File: config.mk
export PLATFORM = sky130hd
export DESIGN_NAME = div_seq_flat
export DESIGN_NICKNAME = d
export VERILOG_FILES = /design/src/rtl/div_if.sv /design/src/rtl/div_seq.sv /design/src/flat_wrapper.sv
export SDC_FILE = /design/constraint.sdc
export NUM_CORES = 1
export LEC_CHECK = 0
export BUFFER_PORTS_ARGS = -buffer_cell sky130_fd_sc_hd__buf_2
export CAP_MARGIN = 20
export CORE_MARGIN = 5
export CORE_UTILIZATION = 25
export CTS_BUF_LIST = sky130_fd_sc_hd__clkbuf_4 sky130_fd_sc_hd__clkbuf_8
export CTS_CLUSTER_DIAMETER = 50
export DETAILED_ROUTE_END_ITERATION = 10
export MAX_ROUTING_LAYER = met4
export PLACE_DENSITY = 0.52
export SETUP_SLACK_MARGIN = 0.15
export SLEW_MARGIN = 30
export SYNTH_ARGS = -nofsm -noshare
export SYNTH_HDL_FRONTEND = slang
export SYNTH_SLANG_ARGS = --single-unit
File: constraint.sdc
create_clock -name clk -period 8.4 [get_ports clk]
set_clock_uncertainty 0.2 [all_clocks]
set_input_delay 1.68 -clock clk [delete_from_list [all_inputs] [get_ports clk]]
set_output_delay 1.68 -clock clk [all_outputs]
set_load 0.02 [all_outputs]
File: src/rtl/div_if.sv
// div_if: divider request/result bundle between the EX stage and div_seq.
interface div_if;
  logic        start_i;
  logic        annul_i;
  logic        signed_i;
  logic [31:0] opdata1_i;
  logic [31:0] opdata2_i;
  logic [63:0] result_o;
  logic        ready_o;
  logic        stallreq_o;
  modport master (output start_i, annul_i, signed_i, opdata1_i, opdata2_i, input result_o, ready_o, stallreq_o);
  modport slave  (input start_i, annul_i, signed_i, opdata1_i, opdata2_i, output result_o, ready_o, stallreq_o);
endinterface

File: src/rtl/div_seq.sv
// div_seq: 32-step restoring divider, result {rem, quo}; DIV_SIGNED_EN adds signed DIV.
module div_seq (
  input logic clk,
  input logic rst,
  div_if.slave bus
);
  typedef enum logic [1:0] {FREE, BYZERO, ON, END} state_e;
  state_e      state_q, state_d;
  logic [5:0]  cnt_q, cnt_d;
  logic [64:0] acc_q, acc_d;
  logic [31:0] dvs_q, dvs_d;
  logic [63:0] res_q, res_d;
  logic        rdy_q, rdy_d;
  logic [64:0] sh;
  logic [32:0] diff;
  logic [31:0] a_in, b_in, quo, rem;
`ifdef DIV_SIGNED_EN
  logic nq_q, nr_q;
  assign a_in = (bus.signed_i & bus.opdata1_i[31]) ? -bus.opdata1_i : bus.opdata1_i;
  assign b_in = (bus.signed_i & bus.opdata2_i[31]) ? -bus.opdata2_i : bus.opdata2_i;
  assign quo  = nq_q ? -acc_q[31:0] : acc_q[31:0];
  assign rem  = nr_q ? -acc_q[63:32] : acc_q[63:32];
  // Sign corrections are captured together with the operand magnitudes
  always_ff @(posedge clk or posedge rst)
    if (rst) begin
      nq_q <= 1'b0;
      nr_q <= 1'b0;
    end else if (state_q == FREE && bus.start_i) begin
      nq_q <= bus.signed_i & (bus.opdata1_i[31] ^ bus.opdata2_i[31]);
      nr_q <= bus.signed_i & bus.opdata1_i[31];
    end
`else
  logic unused_signed;
  assign unused_signed = bus.signed_i;
  assign a_in = bus.opdata1_i;
  assign b_in = bus.opdata2_i;
  assign quo  = acc_q[31:0];
  assign rem  = acc_q[63:32];
`endif
  // Partial remainder stays below the divisor, so bit 32 of diff is a clean borrow
  assign sh   = {acc_q[63:0], 1'b0};
  assign diff = sh[64:32] - {1'b0, dvs_q};
  always_comb begin
    state_d = state_q;
    cnt_d   = cnt_q;
    acc_d   = acc_q;
    dvs_d   = dvs_q;
    res_d   = res_q;
    rdy_d   = rdy_q;
    if (bus.annul_i) begin
      state_d = FREE;
      res_d   = '0;
      rdy_d   = 1'b0;
    end else begin
      case (state_q)
        FREE:
          if (bus.start_i) begin
            state_d = (bus.opdata2_i == '0) ? BYZERO : ON;
            acc_d   = {33'b0, a_in};
            dvs_d   = b_in;
            cnt_d   = '0;
          end
        BYZERO: begin
          state_d = END;
          res_d   = '0;
          rdy_d   = 1'b1;
        end
        ON:
          if (cnt_q == 6'd32) begin
            state_d = END;
            res_d   = {rem, quo};
            rdy_d   = 1'b1;
          end else begin
            acc_d = diff[32] ? sh : {diff, sh[31:1], 1'b1};
            cnt_d = cnt_q + 6'd1;
          end
        default:
          if (!bus.start_i) begin
            state_d = FREE;
            res_d   = '0;
            rdy_d   = 1'b0;
          end
      endcase
    end
  end
  always_ff @(posedge clk or posedge rst)
    if (rst) begin
      state_q <= FREE;
      cnt_q   <= '0;
      acc_q   <= '0;
      dvs_q   <= '0;
      res_q   <= '0;
      rdy_q   <= 1'b0;
    end else begin
      state_q <= state_d;
      cnt_q   <= cnt_d;
      acc_q   <= acc_d;
      dvs_q   <= dvs_d;
      res_q   <= res_d;
      rdy_q   <= rdy_d;
    end
  assign bus.result_o   = res_q;
  assign bus.ready_o    = rdy_q;
  assign bus.stallreq_o = bus.start_i & ~rdy_q & ~bus.annul_i;
endmodule

File: src/flat_wrapper.sv
// flat-port wrapper written by rule: the top's interface ports become plain ports
module div_seq_flat 
  (clk, rst, bus_start_i, bus_annul_i, bus_signed_i, bus_opdata1_i, bus_opdata2_i, bus_result_o, bus_ready_o, bus_stallreq_o);
  div_if bus_i ();
  input logic clk;
  input logic rst;
  input wire logic [$bits(bus_i.start_i)-1:0] bus_start_i;
  input wire logic [$bits(bus_i.annul_i)-1:0] bus_annul_i;
  input wire logic [$bits(bus_i.signed_i)-1:0] bus_signed_i;
  input wire logic [$bits(bus_i.opdata1_i)-1:0] bus_opdata1_i;
  input wire logic [$bits(bus_i.opdata2_i)-1:0] bus_opdata2_i;
  output wire logic [$bits(bus_i.result_o)-1:0] bus_result_o;
  output wire logic [$bits(bus_i.ready_o)-1:0] bus_ready_o;
  output wire logic [$bits(bus_i.stallreq_o)-1:0] bus_stallreq_o;
  assign bus_i.start_i = bus_start_i;
  assign bus_i.annul_i = bus_annul_i;
  assign bus_i.signed_i = bus_signed_i;
  assign bus_i.opdata1_i = bus_opdata1_i;
  assign bus_i.opdata2_i = bus_opdata2_i;
  assign bus_result_o = bus_i.result_o;
  assign bus_ready_o = bus_i.ready_o;
  assign bus_stallreq_o = bus_i.stallreq_o;
  div_seq u_core (.clk(clk), .rst(rst), .bus(bus_i));
endmodule
==> Word level (Yosys, flattened, before mapping) <==
Cells that the tools add are included.
{ "totals": {"n_memories": 0, "reg_bits": 169, "rom_bits": 0, "latchBits": 0, "ram_bits": 0} }
{ "classes": {"n_shift": 0, "reduce_logical": 7, "addsub": 2, "muxes": 21, "div_mod_pow": 0, "n_mul": 0, "n_bitwise": 4, "eq_ne": 10, "n_lt_le_gt_ge": 0} }
{ "op_table": {"columns": ["operator", "count"], "rows": [
  ["64-bit two-way mux", 6],
  ["64-bit case mux with 3 select lines", 1],
  ["64-bit case mux with 2 select lines", 1],
  ["33-bit by 32-bit subtractor with 33-bit output", 1],
  ["32-bit logical NOT", 1],
  ["6-bit two-way mux", 2],
  ["6-bit case mux with 2 select lines", 1],
  ["2-bit two-way mux", 5],
  ["3-bit AND reduction", 3],
  ["6-bit by 1-bit adder with 6-bit output, second input constant", 1],
  ["6-bit == test, second input constant", 1],
  ["2-bit inequality test, second input constant", 3],
  ["2-bit case mux with 3 select lines", 1],
  ["5-bit by 1-bit inequality test with 1-bit output, second input constant", 1],
  ["4-bit by 1-bit inequality test with 1-bit output, second input constant", 1],
  ["4-bit AND reduction", 1],
  ["1-bit two-way mux", 3],
  ["3-bit by 2-bit inequality test with 1-bit output, second input constant", 1],
  ["3-bit inequality test, second input constant", 1],
  ["1-bit case mux with 3 select lines", 1],
  ["1-bit AND", 2],
  ["2-bit by 1-bit == test with 1-bit output, second input constant", 1],
  ["2-bit == test, second input constant", 1],
  ["2-bit logical NOT", 1],
  ["2 further kinds", 3]
]} }

==> Depth between registers and ports, before layout <==
Gate-level depths: netlist (run 1).
{ "logic_depth": {"word_depth": 5, "ltp_mapped": 16, "mapped_depth_nobuf": 14} }

==> Worst setup path after synthesis (run 1) <==
OpenSTA, ideal clock, no wires.
{ "synth_path": {"path_kind": "input -> output", "startpoint": "in bus_annul_i", "endpoint": "out bus_stallreq_o", "arrival_time_ns": 2.407, "cell_stages": 2, "path_buffers": 1, "setup_slack_ns": 4.113, "cell_sequence": "clkbuf_1 > nor3b_1"} }
{ "synth_via": {"elab_chain_len": 2} }
{ "synth_rtl": {"columns": ["element", "line_no", "source"], "rows": [
  ["start, declared", "flat_wrapper.sv:8", "input wire logic [$bits(bus_i.annul_i)-1:0] bus_annul_i;"],
  ["1-bit inverter (no line)", null, null],
  ["1-bit AND", "div_seq.sv:104", "assign bus.stallreq_o = bus.start_i & ~rdy_q & ~bus.annul_i;"],
  ["end, declared", "flat_wrapper.sv:14", "output wire logic [$bits(bus_i.stallreq_o)-1:0] bus_stallreq_o;"]
]} }
Every way passes these cells.

==> Worst setup path in the final report (run 1) <==
Same ends and word-level chain as after synthesis.

==> results of run 1 <==
tightest hold or removal path: stages (launching register included):
cell and delay, ns:
dfrtp_1 0.35, nand2_1 0.04, o21ai_0 0.06
where the power goes:
| part | switching, mW | total, mW | internal [mW] |
|---|---|---|---|
| Clock | 0.342 | 0.563 | 0.221 |
| Combinational | 0.703 | 1.14 | 0.433 |
| Sequential | 0.137 | 1.15 | 1.01 |
routing by layer:
| metal | global-route usage, % | part of all wire [%] | vias to the layer above |
|---|---|---|---|
| met4 | 3.50 | 1.2 | 0 |
| met2 | 19.5 | 46 | 145 |
| met5 | - | 0 | - |
| met3 | 2.28 | 4.2 | 19 |
| met1 | 17.1 | 49 | 3393 |
| li1 | - | - | 3554 |
area by class of cell:
type	instances	area [µm²]	share of cell area (%)
multi-input cells	671	4310	41.2
flip-flops and latches	169	4230	40.5
repair buffers	143	744	7.12
well taps	461	577	5.52
clock buffers	19	249	2.38
inverters	60	230	2.20
clock inverters	13	113	1.08
cells in the mapped netlist (all sizes together), types with 2 or more instances:
library cell,count
a31oi,2
a222oi,10
or4,3
xnor2,17
a211oi,2
o41ai,3
a21o,13
nor2b,6
ha,38
o221ai,2
inv,60
mux2i,43
o211ai,5
clkbuf,46
nor3,6
o21ai,138
dfrtp,169
nand2,196
mux2,33
xor2,12
a32oi,8
nor4,11
a21oi,45
buf,6
a41oi,2
o31ai,6
a22o,2
a221oi,2
o21a,5
nor2,19
nand3,7
and2,2
and3,4
nand4,10
nand2b,3
logic make-up (layout without fill, tap and decap cells):
group | count (synthesis) | count (layout)
adder cells (fa/ha/maj) | 39 | 39
multiplexers | 76 | 76
XOR/XNOR | 29 | 29
AND/OR/NAND/NOR | 272 | 272
flip-flops | 169 | 169
buffers and inverters | 112 | 235
AO/OA/AOI/OAI | 255 | 255
worst max path at each step:
stage                           startpoint                to  slack [ns]  cells after the start
after floorplan                        rst   u_core.acc_q[0]        1.94                      1
after global routing      u_core.acc_q[31]  u_core.acc_q[62]        3.95                     15
after global placement    u_core.acc_q[31]  u_core.acc_q[58]        4.20                     15
after CTS                 u_core.acc_q[31]  u_core.acc_q[62]        4.22                     15
after detailed placement       bus_annul_i    bus_stallreq_o        4.25                      3
final                          bus_annul_i    bus_stallreq_o        4.24                      3
registers in the layout (all words and copies together), names as in the netlist:
register,count
u_core.bus.ready_o,1
u_core.bus.result_o,64
u_core.dvs_q,32
u_core.cnt_q,6
u_core.acc_q,64
u_core.state_q,2
through the flow:
stage	cells	setup WS (ns)	hold slack [ns]	area (µm²)
6_report	1536	4.24	0.279	10500
5_1_grt	1536	3.95	0.302	10500
4_1_cts	1536	4.22	0.289	10400
3_5_place_dp	1504	4.25	0.265	10100
3_3_place_gp	1504	4.20	0.256	10100
2_1_floorplan	952	1.94	0.270	8940
==> run summary, run 1 <==
CTS tree - yes
simple-gate share of the synthesized area - 13.1%
CP Cell Sequence - buf_2, nor3b_1, buf_2
Synth Area in Compound Gates - 17.5%
leakage - 4.91 nW
Final setup violation count - 0
fin crit share - 49.5%
WL per Instance - 15.6 µm
DRT Wirelength - 24.0 mm
via count of the first global-routing pass - 7133
post-synthesis adder-cell area fraction - 5.54%
Post-CTS Setup Bufs - 0
min-delay src - u_core.bus.result_o[35]
# nets final - 1170
Max VDD drop - 0.000102 V
boundary pin count - 135
RSZ-0062 raised after global routing - no
Least-Margin Pin Slew - 0.903 ns
layout cells sized above 1 - 20.9%
RR Startpoint - u_core.acc_q[31]
Post-Syn Area - 8940 µm²
Final Hold Viols - 0
Crit Path Category - in2out
Pwr Total - 2.85 mW
synthesis-to-finish area growth - 16.9%
Synth Area in XOR/XNOR - 2.84%
Buffers & Inverters on Critical Path - 2
first-pass GRT wire length - 38.6 mm
CP Launch Type - input port
status - finished clean
CTS root buffer - clkbuf_8
routability cong. - 0.863
largest family of logic cells by synthesized area - compound AO/OA/AOI/OAI gates
CTS Buf Count - 17
Avg Inst Size Synth - 9.39 µm²
share of the synthesized area in the top cell type - 47.3%
DRT iter0 DRCs - 351
DR vias/cell - 4.63
Sink Count - 169
FF-to-FF setup slack - 4.29 ns
worst hold path class - reg2reg
Largest stage delay, worst path - 0.21 ns
post-detail-place hpwl - 17.3 mm
worst path arrival time - 2.28 ns
final setup TNS - 0 ns
Critical Path Most Common Cell - buf_2
Worst Hold Endpoint - u_core.bus.result_o[35]
Mapped Cells - 952
CP max-delay cell - nor3b_1
Initial Util - 25.3%
Clock Path Buffers - 2
area of the die - 39600 µm²
Max-Cap Viols - 0
R2R depth - 15
Clk Latency, worst-skew pair - 0.48 ns
PD cells - 273 nW/µm²
synthesis-stage register bit count - 169
Final Util - 29.5%
Ant. Diodes - 0
fillcell total - 3822
global route overflow - 0
post-route antenna net violation count - 0
Vias - 7111
synthesized net count - 1060
pin count of the biggest net entering global routing - 97
post_cts resized - 0
Warnings, synthesis - 0
hold_buf cts - 0
Total Routing Usage GR - 12.6%
Synth area leaders - dfrtp_1, nand2_1, o21ai_0, ha_1, mux2i_1
core area - 35400 µm²
# DRC - 0
largest area contributor in the netlist - dfrtp_1
Req. time, crit path - 6.52 ns
mux share of post-synthesis cell area - 8.97%
fmax - 240 MHz
max-slew headroom at the worst pin - 39.8%
commonest cells after routing, fill and taps aside - nand2_1, dfrtp_1, o21ai_0, buf_2, inv_1
Post-synth EDFFs - 0
most common cell after layout, fill and taps aside - nand2_1
initial antenna violation count - 0
CP max FO - 11
Pins Over Slew Limit - 0
Rows - 69
Die Wd - 199 µm
DR pass1 iterations - 8
CP delay by family, top - buffers and inverters
PortBufs - 133
cell count of the worst hold path - 2
reg2reg end - u_core.acc_q[55]
post-layout min period - 4.16 ns
CTS HTree Levels - 4
die height - 199 µm
Synth cell types - 61
clock-pin transition on the worst setup and hold timing paths - 0.09 ns
sequential share of the synthesized area - 47.3%
dominant synthesized flop cell - dfrtp_1
Setup crit end kind - output pin
Async S/R FF share, synth - 100%
(Power assumes the default switching activity.)
==> run 2, diff against run 1 <==
--- a/config.mk
+++ b/config.mk
@@ -5,6 +5,7 @@
 export SDC_FILE = /design/constraint.sdc
 export NUM_CORES = 1
 export LEC_CHECK = 0
+export ABC_AREA = 1
 export BUFFER_PORTS_ARGS = -buffer_cell sky130_fd_sc_hd__buf_2
 export CAP_MARGIN = 20
 export CORE_MARGIN = 5
==> constraint.sdc (replaced) <==
create_clock -name clk -period 3.9 [get_ports clk]
set_clock_uncertainty 0.2 [all_clocks]
set_input_delay 0.78 -clock clk [delete_from_list [all_inputs] [get_ports clk]]
set_output_delay 0.78 -clock clk [all_outputs]
set_load 0.02 [all_outputs]
==> run 2 against run 1 <==
Die area increased by 11%. Cell count grew 33%. Synthesized area rose by 12%. Utilization decreased by 0.20 points. Critical endpoint is now u_core.bus.result_o[52]. Largest cell class unchanged. Highest routed layer unchanged. Setup slack worse by 3.3 ns.
==> run summary, run 2 <==
status - finished clean
synthesized net count - 1500
worst hold path class - in2async
Vias - 8928
WL per Instance - 14.6 µm
via count of the first global-routing pass - 8694
die height - 210 µm
Max-Cap Viols - 0
leakage - 6.10 nW
Clock Path Buffers - 2
CTS Buf Count - 17
hold_buf cts - 0
DR pass1 iterations - 5
Warnings, synthesis - 0
Total Routing Usage GR - 14.1%
first-pass GRT wire length - 48.5 mm
dominant synthesized flop cell - dfrtp_1
Initial Util - 25.3%
DR vias/cell - 4.37
worst setup path start - u_core.state_q[0]
CTS tree - yes
Post-CTS Setup Bufs - 0
area of the die - 44100 µm²
# nets final - 1610
synthesis-to-finish area growth - 16.1%
CP max-delay cell - ha_2
Post-synth EDFFs - 0
CP max FO - 71
Largest stage delay, worst path - 0.46 ns
Rows - 73
commonest cells after routing, fill and taps aside - nand2_1, inv_1, dfrtp_1, buf_2, o21ai_0
initial antenna violation count - 1
boundary pin count - 135
PD cells - 632 nW/µm²
max-slew headroom at the worst pin - 56.0%
Final Hold Viols - 0
pin count of the biggest net entering global routing - 90
Die Wd - 210 µm
Final setup violation count - 0
Synth cell types - 40
Avg Inst Size Synth - 7.19 µm²
Mapped Cells - 1392
synthesis-stage register bit count - 169
CP Cell Sequence - inv_1, ha_2, buf_4, inv_1, nor2_2, buf_4, a21oi_4, buf_4, o21ai_0, o21a_1
CP Capture Point - u_core.bus.result_o[52]
post-layout min period - 2.97 ns
CTS HTree Levels - 4
PortBufs - 133
post-route antenna net violation count - 0
Pwr Total - 7.35 mW
CTS root buffer - clkbuf_8
worst path arrival time - 3.18 ns
DRT iter0 DRCs - 535
core area - 39600 µm²
share of the synthesized area in the top cell type - 42.2%
clock-pin transition on the worst setup and hold timing paths - 0.10 ns
Post-synth top cells - nand2_1, inv_1, dfrtp_1, o21ai_0, nor2_1
DRT Wirelength - 29.8 mm
RR Startpoint - u_core.state_q[0]
layout cells sized above 1 - 13.9%
most frequent cell after synthesis - nand2_1
global route overflow - 0
RSZ-0062 raised after global routing - no
FF-to-FF setup slack - 0.93 ns
fin crit share - 76.1%
Async S/R FF share, synth - 100%
post_cts resized - 0
Least-Margin Pin Slew - 0.658 ns
# DRC - 0
most common cell after layout, fill and taps aside - nand2_1
final setup TNS - 0 ns
R2R depth - 10
Pins Over Slew Limit - 0
Req. time, crit path - 4.11 ns
post-detail-place hpwl - 22.7 mm
largest area contributor in the netlist - dfrtp_1
Post-Syn Area - 10000 µm²
reg2reg end - u_core.bus.result_o[52]
Synth area leaders - dfrtp_1, nand2_1, inv_1, o21ai_0, ha_1
routability cong. - 0.912
Max VDD drop - 0.000344 V
CP Launch Type - flip-flop
sequential share of the synthesized area - 42.2%
Clk Latency, worst-skew pair - 0.47 ns
Crit Path Category - reg2reg
Setup crit end kind - flip-flop
Sink Count - 169
fmax - 337 MHz
Critical Path Most Common Cell - buf_4
## run 2: worst min path at each step
stage | to | slack, ns
floorplan | u_core.acc_q[22] | 0.25
global placement | u_core.acc_q[29] | 0.27
detailed placement | u_core.acc_q[22] | 0.27
CTS | u_core.bus.result_o[22] | 0.02
global route | u_core.bus.result_o[22] | 0.02
finish | u_core.bus.result_o[22] | 0.05
## run 2: layout make-up
class / instances / area, µm²
Sequential cell: 169 / 4230
Tap cell: 525 / 657
Multi-Input combinational cell: 959 / 4740
Inverter: 210 / 792
Fill cell: 4411 / 28000
Clock buffer: 17 / 234
Antenna cell: 1 / 2.50
Clock inverter: 15 / 164
Timing Repair Buffer: 145 / 806
## run 2: stage by stage
step	utilization (%)	setup WS, ns	hold WS [ns]	area, µm²	cells
final	29.3	0.933	0.0529	11600	2041
after global routing	29.3	0.574	0.0210	11600	2041
after detailed placement	28.3	0.871	0.274	11200	2008
after CTS	29.3	0.905	0.0178	11600	2040
after floorplan	-	0.765	0.253	10000	1392
after global placement	28.3	0.894	0.267	11200	2008
## run 2: worst max-delay path, delay by kind of cell (launching register included)
family,cells,cell delay [ns]
DFF,1,0.42
adders and majority gates,1,0.46
and+or+nand+nor,1,0.09
AOI/OAI and AO/OA,3,0.43
buffers and inverters,5,1.28
## run 2: logic make-up after synthesis
logic type,Yosys count,synth area share (%)
and+or+nand+nor,676,27.9
buffers and inverters,264,10.6
AOI/OAI and AO/OA,228,12.8
DFF,169,42.2
adders and majority gates,39,4.95
xor gates and xnor gates,15,1.31
muxes,1,0.112
## run 2: power by group
| part | internal [mW] | switching (mW) |
|---|---|---|
| registers | 2.31 | 0.264 |
| clock network | 0.584 | 0.737 |
| logic | 1.11 | 2.35 |
| total | 4.00 | 3.35 |
## run 2: metal layers
layer / global-route usage [%] / up-vias / share of wire [%]
met4: 2.63 / 0 / 0.91
met3: 2.19 / 16 / 3.5
met1: 19.8 / 4153 / 50
met2: 21.8 / 141 / 46
met5: - / - / 0
li1: - / 4618 / -
==> run 3, diff against run 2 <==
--- a/config.mk
+++ b/config.mk
@@ -5,7 +5,7 @@
 export SDC_FILE = /design/constraint.sdc
 export NUM_CORES = 1
 export LEC_CHECK = 0
-export ABC_AREA = 1
+export ABC_AREA = 0
 export BUFFER_PORTS_ARGS = -buffer_cell sky130_fd_sc_hd__buf_2
 export CAP_MARGIN = 20
 export CORE_MARGIN = 5
==> constraint.sdc (replaced) <==
create_clock -name clk -period 3 [get_ports clk]
set_clock_uncertainty 0.2 [all_clocks]
set_input_delay 0.6 -clock clk [delete_from_list [all_inputs] [get_ports clk]]
set_output_delay 0.6 -clock clk [all_outputs]
set_load 0.02 [all_outputs]
==> run 3 against run 2 <==
The flow now finishes with violations (setup timing). First-iteration DRC count shrank 39%. Combinational power grew 7.2%. Sequential power grew 25%. Critical endpoint is now u_core.acc_q[39]. Largest cell class unchanged.
==> run summary, run 3 (synthesized netlist as in run 1, its figures left out) <==
Die Wd - 199 µm
worst hold path class - in2async
Pwr Total - 8.67 mW
Sink Count - 169
commonest cells after routing, fill and taps aside - nand2_1, dfrtp_1, buf_2, o21ai_0, buf_4
post-detail-place hpwl - 18.5 mm
Top Usage Layer GRT - met2
synthesis-to-finish area growth - 27.8%
fin crit share - 110%
clock-pin transition on the worst setup and hold timing paths - 0.10 ns
fmax - 303 MHz
initial antenna violation count - 1
post-route antenna net violation count - 0
Final setup violation count - 33
Final Hold Viols - 0
# DRC - 0
met2 GRT Util - 20.2%
area of the die - 39600 µm²
final setup TNS - -7.71 ns
Clk Latency, worst-skew pair - 0.48 ns
Max VDD drop - 0.000354 V
met3 usage - 2.87%
# nets final - 1258
global route overflow - 0
Initial Util - 25.3%
WL per Instance - 15.5 µm
Max-Cap Viols - 0
most common cell after layout, fill and taps aside - nand2_1
DRT iter0 DRCs - 326
Crit Path Category - reg2reg
Least-Margin Pin Slew - 0.674 ns
CTS Buf Count - 17
pin count of the biggest net entering global routing - 110
Rows - 69
die height - 199 µm
Pins Over Slew Limit - 0
via count of the first global-routing pass - 7384
DR pass1 iterations - 7
Vias - 7363
leakage - 5.45 nW
fillcell total - 3759
status - finished, violations left
CTS root buffer - clkbuf_8
Total Routing Usage GR - 13.2%
first-pass GRT wire length - 40.1 mm
hold_buf cts - 0
layout cells sized above 1 - 28.6%
RSZ-0062 raised after global routing - yes
DR vias/cell - 4.53
failing checks - setup timing
CTS tree - yes
routability cong. - 0.838
routing usage on met1 - 17.6%
CTS HTree Levels - 4
post-layout min period - 3.31 ns
DRT Wirelength - 25.2 mm
worst path arrival time - 3.47 ns
Req. time, crit path - 3.16 ns
fin worst setup slack - -0.305 ns
core area - 35400 µm²
PortBufs - 133
Clock Path Buffers - 2
boundary pin count - 135
CP Launch Type - flip-flop
Setup crit end kind - flip-flop
PD cells - 758 nW/µm²
max-slew headroom at the worst pin - 55.0%
CP max FO - 5
run 3: changes by cell type in the layout (fill, tap and decap cells not counted), moves of 28 or more:
| cell | delta |
|---|---|
| mux2i_1 | +43 |
| inv_1 | -147 |
| mux2_2 | +32 |
| o21a_1 | -28 |
| nor2_1 | -86 |
| nand2_1 | -256 |
| nand3_1 | -62 |
| buf_4 | +74 |
run 3: worst paths after layout:
| path | startpoint | to | slack, ns | depth (start not counted) |
|---|---|---|---|---|
| max | u_core.acc_q[31] | u_core.acc_q[39] | -0.31 | 17 |
| min | rst | u_core.dvs_q[27] | 0.04 | 3 |
| max reg2reg | u_core.acc_q[31] | u_core.acc_q[39] | -0.31 | 17 |
| min reg2reg | u_core.bus.result_o[59] | u_core.bus.result_o[59] | 0.28 | 2 |
| max in group asynchronous | rst | u_core.acc_q[32] | 1.96 | 3 |
| min in group clk | bus_opdata1_i[22] | u_core.acc_q[22] | 0.15 | 3 |
run 3: timing repair:
item                                   4_1_cts  5_1_grt
buffers inserted                             7        3
gates resized for setup                     45       21
setup endpoints to repair                   33       33
cloned                                       2        0
pin swaps                                   14       12
endpoints found under the hold margin        0        0
run 3: area by class of cell:
| class | instances | area, µm² | area share (%) |
|---|---|---|---|
| multi-input cells | 671 | 4440 | 38.8 |
| flip-flops and latches | 169 | 4230 | 37.0 |
| repair buffers | 231 | 1540 | 13.5 |
| well taps | 461 | 577 | 5.05 |
| clock buffers | 18 | 248 | 2.17 |
| inverters | 60 | 229 | 2.00 |
| clock inverters | 14 | 160 | 1.40 |
| diodes | 1 | 2.50 | 0.0219 |
run 3: per-stage QoR:
step / instance area [µm²] / hold WS [ns] / cells / setup WS (ns) / util (%)
finish: 11400 / 0.0362 / 1625 / -0.305 / 32.3
global route: 11400 / 0.0553 / 1625 / -0.492 / 32.3
detailed placement: 10700 / 0.265 / 1580 / -0.484 / 30.3
CTS: 11300 / 0.0376 / 1621 / -0.334 / 32.0
global placement: 10700 / 0.259 / 1580 / -0.452 / 30.3
floorplan: 8950 / 0.270 / 952 / -0.368 / -
run 3: critical path, cell delays in order, from the launching register on:
cell	delay (ns)
dfrtp_1	0.40
inv_2	0.08
ha_4	0.13
inv_2	0.03
fa_2	0.33
a21o_1	0.17
a221o_1	0.35
a21oi_4	0.17
o221a_4	0.21
o211ai_4	0.08
nand2_2	0.11
a211oi_4	0.07
buf_6	0.14
nor2_4	0.15
buf_6	0.13
buf_12	0.12
mux2i_1	0.21
o21ai_1	0.09
run 3: layer usage:
layer | routed length [µm] | up-vias
met5 | 0 | -
met4 | 514 | 0
met3 | 1010 | 29
met2 | 11600 | 137
met1 | 12100 | 3476
li1 | - | 3721
run 3: power breakdown:
group / internal, mW / switching [mW]
Combinational: 1.57 / 2.14
Clock: 0.784 / 0.958
Sequential: 2.84 / 0.373
